--- src/rtl/stream_timing_recover.sv ---
// Receive-side framing checker: validates sof/eol against the configured geometry and re-derives col/row.
// Optional error counter is enabled with STREAM_TIMING_RECOVER_ERR_CNT_EN.
module stream_timing_recover #(
  parameter int IMAGE_WIDTH  = 640,
  parameter int IMAGE_HEIGHT = 480,
  parameter int DATA_W       = 8
) (
  input  logic              clk,
  input  logic              rst_n,
  input  logic              in_valid,
  input  logic              in_sof,
  input  logic              in_eol,
  input  logic [DATA_W-1:0] in_data,
  input  logic              clr_sticky,
  output logic              out_valid,
  output logic [DATA_W-1:0] out_data,
  output logic [9:0]        out_col,
  output logic [9:0]        out_row,
  output logic              out_sof,
  output logic              out_eol,
  output logic              locked,
  output logic              frame_done,
  output logic              err_pulse,
  output logic              err_line_sticky,
  output logic              err_frame_sticky
`ifdef STREAM_TIMING_RECOVER_ERR_CNT_EN
  ,
  output logic [15:0]       err_cnt
`endif
);

  localparam logic [9:0] COL_LAST = 10'(IMAGE_WIDTH - 1);
  localparam logic [9:0] ROW_LAST = 10'(IMAGE_HEIGHT - 1);

  typedef enum logic {SEARCH, LOCKED} state_t;

  state_t     state, state_nxt;
  logic [9:0] ecol, erow, ecol_nxt, erow_nxt;
  logic [9:0] fwd_col, fwd_row;
  logic       fwd, fwd_sof, fwd_eol, fwd_fd;
  logic       line_err, frame_err;
  logic       at_origin;

  function automatic logic [15:0] sat_inc16(input logic [15:0] v);
    return (v == 16'hFFFF) ? v : v + 16'd1;
  endfunction

  assign at_origin = (ecol == 10'd0) && (erow == 10'd0);

  always_comb begin
    state_nxt = state;
    ecol_nxt  = ecol;
    erow_nxt  = erow;
    fwd_col   = ecol;
    fwd_row   = erow;
    fwd       = 1'b0;
    fwd_sof   = 1'b0;
    fwd_eol   = 1'b0;
    fwd_fd    = 1'b0;
    line_err  = 1'b0;
    frame_err = 1'b0;
    if (in_valid) begin
      unique case (state)
        SEARCH: begin
          if (in_sof && in_eol) begin
            line_err = 1'b1;
          end else if (in_sof) begin
            fwd       = 1'b1;
            fwd_sof   = 1'b1;
            fwd_col   = 10'd0;
            fwd_row   = 10'd0;
            ecol_nxt  = 10'd1;
            erow_nxt  = 10'd0;
            state_nxt = LOCKED;
          end
        end
        LOCKED: begin
          if (in_sof && !at_origin) begin
            // Resync on the stray sof instead of dropping back to SEARCH
            frame_err = 1'b1;
            fwd       = 1'b1;
            fwd_sof   = 1'b1;
            fwd_col   = 10'd0;
            fwd_row   = 10'd0;
            ecol_nxt  = 10'd1;
            erow_nxt  = 10'd0;
          end else if (at_origin && !in_sof) begin
            frame_err = 1'b1;
            state_nxt = SEARCH;
          end else if ((in_eol && ecol != COL_LAST) || (ecol == COL_LAST && !in_eol)) begin
            line_err  = 1'b1;
            state_nxt = SEARCH;
            ecol_nxt  = 10'd0;
            erow_nxt  = 10'd0;
          end else begin
            fwd     = 1'b1;
            fwd_sof = in_sof;
            fwd_eol = in_eol;
            fwd_fd  = (ecol == COL_LAST) && (erow == ROW_LAST);
            if (ecol == COL_LAST) begin
              ecol_nxt = 10'd0;
              erow_nxt = (erow == ROW_LAST) ? 10'd0 : erow + 10'd1;
            end else begin
              ecol_nxt = ecol + 10'd1;
            end
          end
        end
        default: state_nxt = SEARCH;
      endcase
    end
  end

  // Output register stage: everything leaves exactly one clock after the accepted pixel
  always_ff @(posedge clk) begin
    if (!rst_n) begin
      state            <= SEARCH;
      ecol             <= 10'd0;
      erow             <= 10'd0;
      out_valid        <= 1'b0;
      out_data         <= '0;
      out_col          <= 10'd0;
      out_row          <= 10'd0;
      out_sof          <= 1'b0;
      out_eol          <= 1'b0;
      locked           <= 1'b0;
      frame_done       <= 1'b0;
      err_pulse        <= 1'b0;
      err_line_sticky  <= 1'b0;
      err_frame_sticky <= 1'b0;
    end else begin
      state            <= state_nxt;
      ecol             <= ecol_nxt;
      erow             <= erow_nxt;
      out_valid        <= fwd;
      out_sof          <= fwd_sof;
      out_eol          <= fwd_eol;
      frame_done       <= fwd_fd;
      locked           <= (state_nxt == LOCKED);
      err_pulse        <= line_err | frame_err;
      err_line_sticky  <= (err_line_sticky & ~clr_sticky) | line_err;
      err_frame_sticky <= (err_frame_sticky & ~clr_sticky) | frame_err;
      if (fwd) begin
        out_data <= in_data;
        out_col  <= fwd_col;
        out_row  <= fwd_row;
      end
    end
  end

`ifdef STREAM_TIMING_RECOVER_ERR_CNT_EN
  always_ff @(posedge clk) begin
    if (!rst_n) begin
      err_cnt <= 16'd0;
    end else if (line_err || frame_err) begin
      err_cnt <= clr_sticky ? 16'd1 : sat_inc16(err_cnt);
    end else if (clr_sticky) begin
      err_cnt <= 16'd0;
    end
  end
`else
  logic unused_fn;
  assign unused_fn = ^sat_inc16(16'd0);
`endif

endmodule

--- config.mk ---
export PLATFORM = sky130hd
export DESIGN_NAME = stream_timing_recover
export DESIGN_NICKNAME = d
export VERILOG_FILES = /design/src/rtl/stream_timing_recover.sv
export SDC_FILE = /design/constraint.sdc
export NUM_CORES = 1
export LEC_CHECK = 0
export BUFFER_PORTS_ARGS = -buffer_cell sky130_fd_sc_hd__buf_4
export CORE_ASPECT_RATIO = 0.8
export CORE_UTILIZATION = 40
export CTS_BUF_LIST = sky130_fd_sc_hd__clkbuf_4 sky130_fd_sc_hd__clkbuf_8
export DETAILED_ROUTE_END_ITERATION = 10
export PLACE_DENSITY = 0.65
export SYNTH_ARGS = -nofsm -noshare
export SYNTH_HDL_FRONTEND = slang
export SYNTH_SLANG_ARGS = --single-unit
--- constraint.sdc ---
create_clock -name clk -period 2.9 [get_ports clk]
set_input_delay 0.58 -clock clk [delete_from_list [all_inputs] [get_ports clk]]
set_output_delay 0.58 -clock clk [all_outputs]
set_load 0.005 [all_outputs]
==> reports/metrics.yaml <==
holdPathStages: 2
num-fill-cells: 609
via_per_inst: 5.74
yosysUniqueCellTypes: 52
drt_iter0_markers: 114
synth-seq-cells: 56
maxCapViolations: 0
clock-sinks: 56
final-setup-viol-count: 0
ys_seq_area_frac: 0.421
hold_path_end: "out_col[5]"
cp_cell_sequence: "nor4_1 -> nand3_1 -> or4_4 -> ha_4 -> nor4_4 -> nand3_2 -> or4_1 -> a31oi_1"
die_area_um2: 6990
worstPathRequired_ns: 3.14
cts_root_buffer: "clkbuf_8"
synth_warnings: 0
end_kind: "flop"
numPortBuffers: 49
final_cell_mix: "buf_4, dfxtp_1, a21oi_1"
syn-mean-instance-area_um2: 8.28
placed_area_um2: 3220
arrival_ns: 2.95
netlist_instances: 322
initial_utilization: 0.416
slowest_delay_ns: 0.55
synth_nets: 343
max_freq_ghz: 0.368
power.leakage_nw: 1.27
power.density_nw_per_um2: 441
tightest_slew_ns: 0.518
dieHeight_um: 75.0
grt_pass1_wl_um: 11600
drtAntennaViolNets: 0
clk_latency_ns: 0.31
globalplace.congestion: 0.879
tns_ns: 0
synth_area_um2: 2670
fin_area_um2: 3390
drc: 0
antenna_found_initial: 0
synth.area.mux_share: 0
yosys.area_share.adder: 0.0329
rows: 26
cts_buffers: 5
period_minus_slack_ns: 2.71
crit_fanout: 6
post-route-period-util: 0.936
clk_pin_slew_ns: 0.10
dpl.hpwl_um: 4970
hold_start: "out_col[5]"
status: "finished clean"
num_io_pins: 50
final_util: 0.528
synth_compound_area_frac: 0.241
tritoncts: "built"
drv_slew: 0
skew_ns: 0.0106
routed_wirelength_um: 7210
synth-main-ff-cell: "dfxtp_1"
synthArstFlopShare: 0
dieWidth_um: 93.3
synth_edf_count: 0
vias: 2647
critical_path_class: "reg2reg"
cts-htree-levels: 2
reg2reg_depth: 8
critPathLaunchType: "flop"
finalNetCount: 397
grt_usage: 0.210
r2r_start: "erow[3]"
core_um2: 6410
holdBufCountCts: 0
synth-simple-area-share: 0.243
synth_top_family_by_area: "simple AND/OR/NAND/NOR gates"
grt_pass1_vias: 2339
drtPass1Iterations: 4
cpLargestDelayFamily: "simple AND/OR/NAND/NOR gates"
r2r-end: "erow[7]"
area_delta_synth_final_pct: 27.0
wl_per_cell_um: 15.6
layout-drive-gt1-share: 0.263
mostFrequentLayoutCell: "buf_4"
n_antenna_cell: 0
ir_drop_mv: 0.223
crit_buf_inv: 0
hold_viol_final: 0
crit_slowest_cell: "or4_1"
holdWs_ns: 0.483
slew_headroom: 0.655
grt_max_degree: 30
r2r_setup_slack_ns: 0.19
synth_xor_area_frac: 0
grt-ovfl-total: 0
p_total_mw: 1.49
hold_class: "reg2reg"
clk_path_buf_depth: 2
[sequential cells by signal, summed over array words and instances, names as in the netlist]
signal,count
err_pulse,1
out_col,10
out_data,8
state,1
out_eol,1
out_sof,1
out_row,10
frame_done,1
ecol,10
err_frame_sticky,1
out_valid,1
erow,10
err_line_sticky,1
[worst min-delay path, cell delays in order (launching register included)]
cell and delay, ns:
dfxtp_1 0.32, o21ai_0 0.06, a21oi_1 0.06
[stage by stage]
stage               setup WS, ns  instances
floorplan                  0.272        322
global placement           0.129        453
detailed placement        0.0812        453
CTS                       0.0541        461
global route             -0.0259        461
finish                     0.185        461
[area by class of cell]
type,instances,area [um^2],area share
tap,84,105,0.0310
inverter,12,45.0,0.0133
clock inverter,1,30.0,0.00887
timing repair buffer,71,571,0.169
clock buffer,7,96.3,0.0285
sequential,56,1120,0.331
multi-input combinational,230,1420,0.418
[worst max-delay path by stage]
stage | from | cells past startpoint | endpoint | slack, ns
global route | erow[3] | 8 | erow[7] | -0.03
floorplan | ecol[0] | 11 | erow[7] | 0.27
detailed placement | erow[1] | 11 | erow[7] | 0.08
finish | erow[3] | 8 | erow[7] | 0.19
global placement | erow[1] | 11 | erow[7] | 0.13
CTS | erow[1] | 11 | erow[7] | 0.05
[where the power goes]
| part | total, mW | switching [mW] | internal, mW |
|---|---|---|---|
| sequential | 0.785 | 0.00703 | 0.778 |
| combinational | 0.151 | 0.0881 | 0.0626 |
| clock | 0.558 | 0.253 | 0.305 |
| total | 1.49 | 0.348 | 1.15 |
[layer usage]
metal  GRT usage  routed length [um]
met4      0.0496                  57
met5           0                   0
met3      0.0354                 368
met2       0.333                3280
met1       0.301                3500
[kinds of logic (layout without fill, tap and decap cells)]
family | Yosys count | count (layout)
fa+ha+maj | 7 | 7
simple gates | 114 | 114
buf+inv | 36 | 91
compound gates | 109 | 109
flops | 56 | 56
[cells in the mapped netlist (all sizes together), types with 4 or more instances]
cell type	number	area (um^2)
ha	7	87.6
or4	6	45.0
nor2b	6	37.5
nand4	4	25.0
inv	11	41.3
clkbuf	11	41.3
buf	13	78.8
nand2	15	56.3
and3	7	43.8
nor2	11	41.3
nor4	5	37.5
o21ai	38	194
dfxtp	56	1120
a21oi	49	245
or3	7	48.8
nand2b	4	25.0
nand3	37	190
[what timing repair did]
item | 4_1_cts | 5_1_grt
setup endpoints to repair | 0 | 35
setup buffers | 0 | 0
gates resized for setup | 0 | 8
Power figures use the tool's default switching activity.
